$ cat config.mk
export PLATFORM = sky130hd
export DESIGN_NAME = life_grid_engine_flat
export DESIGN_NICKNAME = d
export VERILOG_FILES = /design/src/rtl/life_grid_engine_pkg.sv /design/src/rtl/life_grid_engine_if.sv /design/src/rtl/life_grid_engine_row_eval.sv /design/src/rtl/life_grid_engine.sv /design/src/flat_wrapper.sv
export SDC_FILE = /design/constraint.sdc
export NUM_CORES = 1
export LEC_CHECK = 0
export BUFFER_PORTS_ARGS = -buffer_cell sky130_fd_sc_hd__buf_2
export CAP_MARGIN = 20
export CORE_UTILIZATION = 35
export DETAILED_ROUTE_END_ITERATION = 8
export SETUP_SLACK_MARGIN = 0.1
export SYNTH_ARGS = -nofsm -noshare
export SYNTH_HDL_FRONTEND = slang
export SYNTH_SLANG_ARGS = --single-unit
$ cat constraint.sdc
create_clock -name clk -period 14.3 [get_ports clk]
set_input_delay 4.29 -clock clk [delete_from_list [all_inputs] [get_ports clk]]
set_output_delay 4.29 -clock clk [all_outputs]
set_load 0.05 [all_outputs]
$ cat src/rtl/life_grid_engine_pkg.sv
// Shared types and Life-rule helpers for the grid engine and its row evaluator.
package life_pkg;

  typedef enum logic [1:0] {
    IDLE   = 2'd0,
    ROW    = 2'd1,
    COMMIT = 2'd2,
    DONE   = 2'd3
  } state_t;

  localparam logic [3:0] BIRTH      = 4'd3;
  localparam logic [3:0] SURVIVE_LO = 4'd2;
  localparam logic [3:0] SURVIVE_HI = 4'd3;

  // Flat bit index of cell (r,c) in a grid whose rows are w cells wide.
  function automatic int cell_idx(input int r, input int c, input int w);
    return r * w + c;
  endfunction

  function automatic logic rule_next(input logic alive, input logic [3:0] n);
    if (alive) return (n >= SURVIVE_LO) && (n <= SURVIVE_HI);
    else       return (n == BIRTH);
  endfunction

endpackage

$ cat src/rtl/life_grid_engine_if.sv
// Control/status bundle between the surrounding logic (master) and the engine (slave).
// Handshake: load/start are level inputs sampled only while the engine is in IDLE;
// done is a single-cycle pulse and the result signals are valid from that cycle on.
interface life_grid_engine_if #(
  parameter int WIDTH  = 8,
  parameter int HEIGHT = 8,
  parameter int CW     = 16
);
  import life_pkg::*;

  logic                    load;
  logic [WIDTH*HEIGHT-1:0] grid_in;
  logic                    start;
  logic [CW-1:0]           gen_req;
  logic                    torus;
  logic [WIDTH*HEIGHT-1:0] grid_out;
  logic                    busy;
  logic                    done;
  logic [CW-1:0]           gens_done;
  logic                    stable;
  logic                    extinct;
  state_t                  state;

  modport master (
    output load, grid_in, start, gen_req, torus,
    input  grid_out, busy, done, gens_done, stable, extinct, state
  );

  modport slave (
    input  load, grid_in, start, gen_req, torus,
    output grid_out, busy, done, gens_done, stable, extinct, state
  );
endinterface

$ cat src/rtl/life_grid_engine_row_eval.sv
// Combinational next-state of one grid row from the rows above, at and below it.
module life_row_eval
  import life_pkg::*;
#(
  parameter int WIDTH = 8
) (
  input  logic [WIDTH-1:0] up,
  input  logic [WIDTH-1:0] mid,
  input  logic [WIDTH-1:0] dn,
  input  logic             torus,
  output logic [WIDTH-1:0] next_row
);

  for (genvar c = 0; c < WIDTH; c++) begin : g_cell
    localparam int L = (c == 0) ? WIDTH - 1 : c - 1;
    localparam int R = (c == WIDTH - 1) ? 0 : c + 1;

    // Edge columns only see their wrapped neighbour when the torus is enabled.
    logic       l_ok;
    logic       r_ok;
    logic [3:0] n;

    assign l_ok = (c == 0) ? torus : 1'b1;
    assign r_ok = (c == WIDTH - 1) ? torus : 1'b1;

    assign n = 4'(up[c]) + 4'(dn[c])
             + 4'(up[L] & l_ok) + 4'(mid[L] & l_ok) + 4'(dn[L] & l_ok)
             + 4'(up[R] & r_ok) + 4'(mid[R] & r_ok) + 4'(dn[R] & r_ok);

    assign next_row[c] = rule_next(mid[c], n);
  end

endmodule

$ cat src/rtl/life_grid_engine.sv
// Game-of-Life engine: evolves the committed grid one row per cycle, committing whole generations.
module life_grid_engine
  import life_pkg::*;
#(
  parameter int WIDTH          = 8,
  parameter int HEIGHT         = 8,
  parameter int CW             = 16,
  parameter bit STOP_ON_STABLE = 1'b1
) (
  input  logic               clk,
  input  logic               reset,
  life_grid_engine_if.slave  bus
);

  localparam int N  = WIDTH * HEIGHT;
  localparam int RW = $clog2(HEIGHT);
  localparam logic [RW-1:0] LAST_ROW = RW'(HEIGHT - 1);

  state_t        state;
  logic [N-1:0]  grid_q;
  logic [N-1:0]  nxt_q;
  logic [RW-1:0] row;
  logic [CW-1:0] gen_req_q;
  logic [CW-1:0] gens_done;
  logic [CW-1:0] gens_inc;
  logic          torus_q;
  logic          busy;
  logic          done;
  logic          stable;
  logic          extinct;
  logic          same;

  logic [RW-1:0]    row_up;
  logic [RW-1:0]    row_dn;
  logic [WIDTH-1:0] up_row;
  logic [WIDTH-1:0] mid_row;
  logic [WIDTH-1:0] dn_row;
  logic [WIDTH-1:0] new_row;

  // Row neighbours are always read from the committed grid, never from the buffer being built.
  always_comb begin
    row_up  = (row == '0) ? LAST_ROW : row - 1'b1;
    row_dn  = (row == LAST_ROW) ? '0 : row + 1'b1;
    mid_row = grid_q[cell_idx(int'(row), 0, WIDTH) +: WIDTH];
    up_row  = grid_q[cell_idx(int'(row_up), 0, WIDTH) +: WIDTH];
    dn_row  = grid_q[cell_idx(int'(row_dn), 0, WIDTH) +: WIDTH];
    if (!torus_q && row == '0)      up_row = '0;
    if (!torus_q && row == LAST_ROW) dn_row = '0;
  end

  life_row_eval #(.WIDTH(WIDTH)) u_row_eval (
    .up       (up_row),
    .mid      (mid_row),
    .dn       (dn_row),
    .torus    (torus_q),
    .next_row (new_row)
  );

  assign gens_inc = gens_done + 1'b1;
  assign same     = (nxt_q == grid_q);

  always_ff @(posedge clk) begin
    if (!reset) begin
      state     <= IDLE;
      grid_q    <= '0;
      nxt_q     <= '0;
      row       <= '0;
      gen_req_q <= '0;
      gens_done <= '0;
      torus_q   <= 1'b0;
      busy      <= 1'b0;
      done      <= 1'b0;
      stable    <= 1'b0;
      extinct   <= 1'b0;
    end else begin
      done <= 1'b0;
      case (state)
        IDLE: begin
          if (bus.load) begin
            grid_q  <= bus.grid_in;
            stable  <= 1'b0;
            extinct <= 1'b0;
          end else if (bus.start) begin
            gen_req_q <= bus.gen_req;
            torus_q   <= bus.torus;
            gens_done <= '0;
            row       <= '0;
            if (bus.gen_req == '0) begin
              state <= DONE;
            end else begin
              state <= ROW;
              busy  <= 1'b1;
            end
          end
        end
        ROW: begin
          nxt_q[cell_idx(int'(row), 0, WIDTH) +: WIDTH] <= new_row;
          if (row == LAST_ROW) begin
            row   <= '0;
            state <= COMMIT;
          end else begin
            row <= row + 1'b1;
          end
        end
        COMMIT: begin
          grid_q    <= nxt_q;
          gens_done <= gens_inc;
          stable    <= same;
          extinct   <= (nxt_q == '0);
          if (gens_inc == gen_req_q || (STOP_ON_STABLE && same)) begin
            state <= DONE;
            busy  <= 1'b0;
          end else begin
            state <= ROW;
          end
        end
        DONE: begin
          done  <= 1'b1;
          state <= IDLE;
        end
        default: state <= IDLE;
      endcase
    end
  end

  assign bus.grid_out  = grid_q;
  assign bus.busy      = busy;
  assign bus.done      = done;
  assign bus.gens_done = gens_done;
  assign bus.stable    = stable;
  assign bus.extinct   = extinct;
  assign bus.state     = state;

endmodule

$ cat src/flat_wrapper.sv
// flat-port wrapper written by rule: the top's interface ports become plain ports
module life_grid_engine_flat import life_pkg::*;
#(
  parameter int WIDTH          = 8,
  parameter int HEIGHT         = 8,
  parameter int CW             = 16,
  parameter bit STOP_ON_STABLE = 1'b1
)
  (clk, reset, bus_load, bus_grid_in, bus_start, bus_gen_req, bus_torus, bus_grid_out, bus_busy, bus_done, bus_gens_done, bus_stable, bus_extinct, bus_state);
  life_grid_engine_if #(.WIDTH(WIDTH), .HEIGHT(HEIGHT), .CW(CW)) bus_i ();
  input  logic clk;
  input  logic reset;
  input wire logic [$bits(bus_i.load)-1:0] bus_load;
  input wire logic [$bits(bus_i.grid_in)-1:0] bus_grid_in;
  input wire logic [$bits(bus_i.start)-1:0] bus_start;
  input wire logic [$bits(bus_i.gen_req)-1:0] bus_gen_req;
  input wire logic [$bits(bus_i.torus)-1:0] bus_torus;
  output wire logic [$bits(bus_i.grid_out)-1:0] bus_grid_out;
  output wire logic [$bits(bus_i.busy)-1:0] bus_busy;
  output wire logic [$bits(bus_i.done)-1:0] bus_done;
  output wire logic [$bits(bus_i.gens_done)-1:0] bus_gens_done;
  output wire logic [$bits(bus_i.stable)-1:0] bus_stable;
  output wire logic [$bits(bus_i.extinct)-1:0] bus_extinct;
  output wire logic [$bits(bus_i.state)-1:0] bus_state;
  assign bus_i.load = bus_load;
  assign bus_i.grid_in = bus_grid_in;
  assign bus_i.start = bus_start;
  assign bus_i.gen_req = bus_gen_req;
  assign bus_i.torus = bus_torus;
  assign bus_grid_out = bus_i.grid_out;
  assign bus_busy = bus_i.busy;
  assign bus_done = bus_i.done;
  assign bus_gens_done = bus_i.gens_done;
  assign bus_stable = bus_i.stable;
  assign bus_extinct = bus_i.extinct;
  assign bus_state = bus_i.state;
  life_grid_engine #(.WIDTH(WIDTH), .HEIGHT(HEIGHT), .CW(CW), .STOP_ON_STABLE(STOP_ON_STABLE)) u_core (.clk(clk), .reset(reset), .bus(bus_i));
endmodule
==> flow_summary_export.csv <==
group,metric,value,unit
drt,drc_errors,0,
floorplanning,initial_utilization,35.8,%
logic_synthesis,synth.distinct_cells,62,
floorplanning,core-area,31800,sq um
grt,grt_overflow_total,0,
outcome,status,"complete, no violations",
clocking,numCtsBuffers,17,
power_and_ir_drop,leakage,0.00554,uW
drt,drtIter0Drc,1049,
final_layout,layout-drive-gt1-share,18.9,%
logic_synthesis,synth_top_area_share,29.9,%
logic_synthesis,ys_warn_count,0,
power_and_ir_drop,power,1490,uW
logic_synthesis,async_flop_share,0,%
critical_path,end_kind,"flip-flop",
clocking,hold_buffers,0,
logic_synthesis,ys.flop_type,"dfxtp_1",
sta,setup_viol,0,
clocking,clkLatencyLatePin,0.44,ns
drt,wirelength,42500,microns
logic_synthesis,ys_seq_area_share,29.9,%
logic_synthesis,synthesis.nets,1528,
grt,grt_pass1_wl,63400,microns
drt,drt-wirelength-per-cell,21.9,microns
min_path,hold_path.class,"reg -> reg",
logic_synthesis,synthTopCellsByArea,"dfxtp_1 (30%), nand2_1 (9.4%), mux4_2 (8.9%), fa_1 (5.6%), xor2_1 (5.5%)",
place,placed_area,12500,sq um
final_layout,fin_area,13100,sq um
clocking,tritoncts,"built",
floorplanning,die_area,33200,sq um
sta,hold_viol,0,
floorplanning,ios,171,
floorplanning,die_w,182,microns
final_layout,diodes,0,
clocking,cts.sink_count,170,
floorplanning,std_cell_rows,65,
clocking,h-tree-depth,4,
logic_synthesis,synth_edf_count,0,
critical_path,path_max_fanout,27,
final_layout,finalNetCount,1639,
logic_synthesis,ys_ff_latch,170,
sta,fmax,0.146,GHz
clocking,ctsRootBufferMaster,"clkbuf_16",
grt,grt_max_degree,97,
logic_synthesis,yosys.area.top_type,"dfxtp_1",
final_layout,fill_cells,3268,
critical_path,cp-start-kind,"flip-flop",
sta,clock_skew,0.0106,ns
sta,worst_pin_slew,1.26,ns
place,place_congestion,1.00,
place,place_hpwl,31600,microns
sta,period_needed,6.84,ns
logic_synthesis,synth_area_per_cell,8.25,sq um
drt,ant_nets,0,
power_and_ir_drop,peakVddDrop,0.0775,mV
place,io_buffers,170,
logic_synthesis,syn-cell-area,11400,sq um
clocking,clockBufferDepth,2,
floorplanning,dieHeight,182,microns
critical_path,arrival,7.20,ns
drt,vias,11000,
sta,slew_headroom,15.2,%
sta,rsz0062_at_grt,"false",
final_layout,fin_cells,1938,
critical_path,required,14.66,ns
drt,via_per_inst,5.68,
logic_synthesis,syn_inst,1379,
sta,fin_crit_sh,47.8,%
power_and_ir_drop,p_per_area,113,nW/um^2
grt,grt_pass1_vias,10500,
clocking,cts_setup_buffers,0,
final_layout,syn_to_final_growth,15.5,%
critical_path,critical_path_class,"reg -> reg",
grt,track_usage,25.3,%
sta,setup_tns,0,ns
grt,antenna_found_initial,2,
place,dp.cells,1905,
job,maxCapViolCount,0,
clocking,cts_resized,0,
drt,dr.pass1.iters,5,
clocking,cts.clk_slew.worst_paths,0.08,ns
sta,drv_slew,0,
## sequential cells by signal, indices dropped and copies added, names as in the netlist
name,cells
u_core.bus.busy,1
u_core.bus.state,2
u_core.bus.gens_done,16
u_core.gen_req_q,16
u_core.row,3
u_core.bus.done,1
u_core.bus.stable,1
u_core.bus.extinct,1
u_core.torus_q,1
u_core.bus.grid_out,64
u_core.nxt_q,64
## final timing paths
path	from	end	slack, ns	cells past startpoint
max reg2reg	u_core.row[0]$_SDFFE_PN0P_	u_core.nxt_q[26]$_SDFFE_PN0P_	7.46	23
min reg2reg	u_core.bus.extinct$_SDFFE_PN0P_	u_core.bus.extinct$_SDFFE_PN0P_	0.47	2
min	u_core.bus.extinct$_SDFFE_PN0P_	u_core.bus.extinct$_SDFFE_PN0P_	0.47	2
max	u_core.row[0]$_SDFFE_PN0P_	u_core.nxt_q[26]$_SDFFE_PN0P_	7.46	23
## stage by stage
stage | hold slack, ns | setup WS (ns) | util (%)
CTS | 0.471 | 7.49 | 41.3
global route | 0.498 | 7.08 | 41.3
floorplan | 0.448 | 8.66 | -
finish | 0.467 | 7.46 | 41.3
global placement | 0.444 | 7.69 | 39.3
detailed placement | 0.453 | 7.53 | 39.3
## cell type report
cell class	count	area (sq um)	share of cell area, %
inverters	73	277	2.10
flip-flops and latches	170	3400	25.9
clock buffers	17	425	3.24
multi-input cells	1047	7340	55.9
clock inverters	15	195	1.49
repair buffers	181	950	7.23
well taps	435	544	4.14
## synthesized netlist by cell type, drive strengths merged, types with 16 or more instances
| master | count |
|---|---|
| inv | 73 |
| dfxtp | 170 |
| fa | 32 |
| nor2 | 121 |
| a21oi | 98 |
| buf | 26 |
| mux4 | 45 |
| ha | 32 |
| a311oi | 64 |
| nand2 | 284 |
| xor2 | 71 |
| o21ai | 28 |
| clkbuf | 63 |
| nand3 | 23 |
| or3 | 50 |
| nor4 | 42 |
| nand4 | 16 |
## cell usage in the layout, fill, tap and decap left out, drive strengths merged, types with 10 or more instances in the layout
master	count
nand2	284
buf	181
dfxtp	170
nor2	121
a21oi	98
inv	81
xor2	71
a311oi	64
or3	50
mux4	45
nor4	42
fa	32
ha	32
o21ai	28
nand3	23
clkbuf	17
nand4	16
o21a	14
xnor2	13
mux2i	11
nor3	11
nand2b	10
a22oi	10
## per-layer routing
metal / part of all wire, % / wire length (microns) / vias up / global-route usage, %
li1: - / - / 5081 / -
met1: 39 / 16800 / 5288 / 32.1
met2: 47 / 19800 / 513 / 41.4
met3: 9.3 / 3960 / 116 / 4.69
met4: 4.5 / 1900 / 2 / 12.1
met5: 0.024 / 10 / - / 0
## where the power goes
| group | internal (uW) | switching, uW |
|---|---|---|
| combinational | 155 | 298 |
| sequential | 496 | 59.0 |
| clock | 240 | 242 |
## worst max-delay path: stages (launching register included)
cell and delay, ns:
dfxtp_1 0.32, buf_4 0.40, inv_1 0.16, ha_1 0.97, nor2b_1 0.28, buf_4 0.30
mux4_2 0.34, nand2_1 0.11, a21o_1 0.18, inv_1 0.10, fa_1 0.48, inv_1 0.05
fa_1 0.52, fa_1 0.41, inv_1 0.08, ha_1 0.17, inv_1 0.06, fa_1 0.38
a211oi_1 0.22, mux2i_1 0.11, nor2_1 0.11, o21ai_1 0.36, or3_1 0.49, a21oi_1 0.12
## kinds of logic (layout without fill, tap and decap cells)
group | count (synthesis) | after routing | synth area share [%]
flops | 170 | 170 | 29.9
fa+ha+maj | 64 | 64 | 9.15
simple gates | 595 | 595 | 24.1
xor+xnor | 84 | 84 | 6.47
compound gates | 244 | 244 | 14.4
mux | 60 | 60 | 10.3
buf+inv | 162 | 286 | 5.75
(Power assumes the default switching activity.)
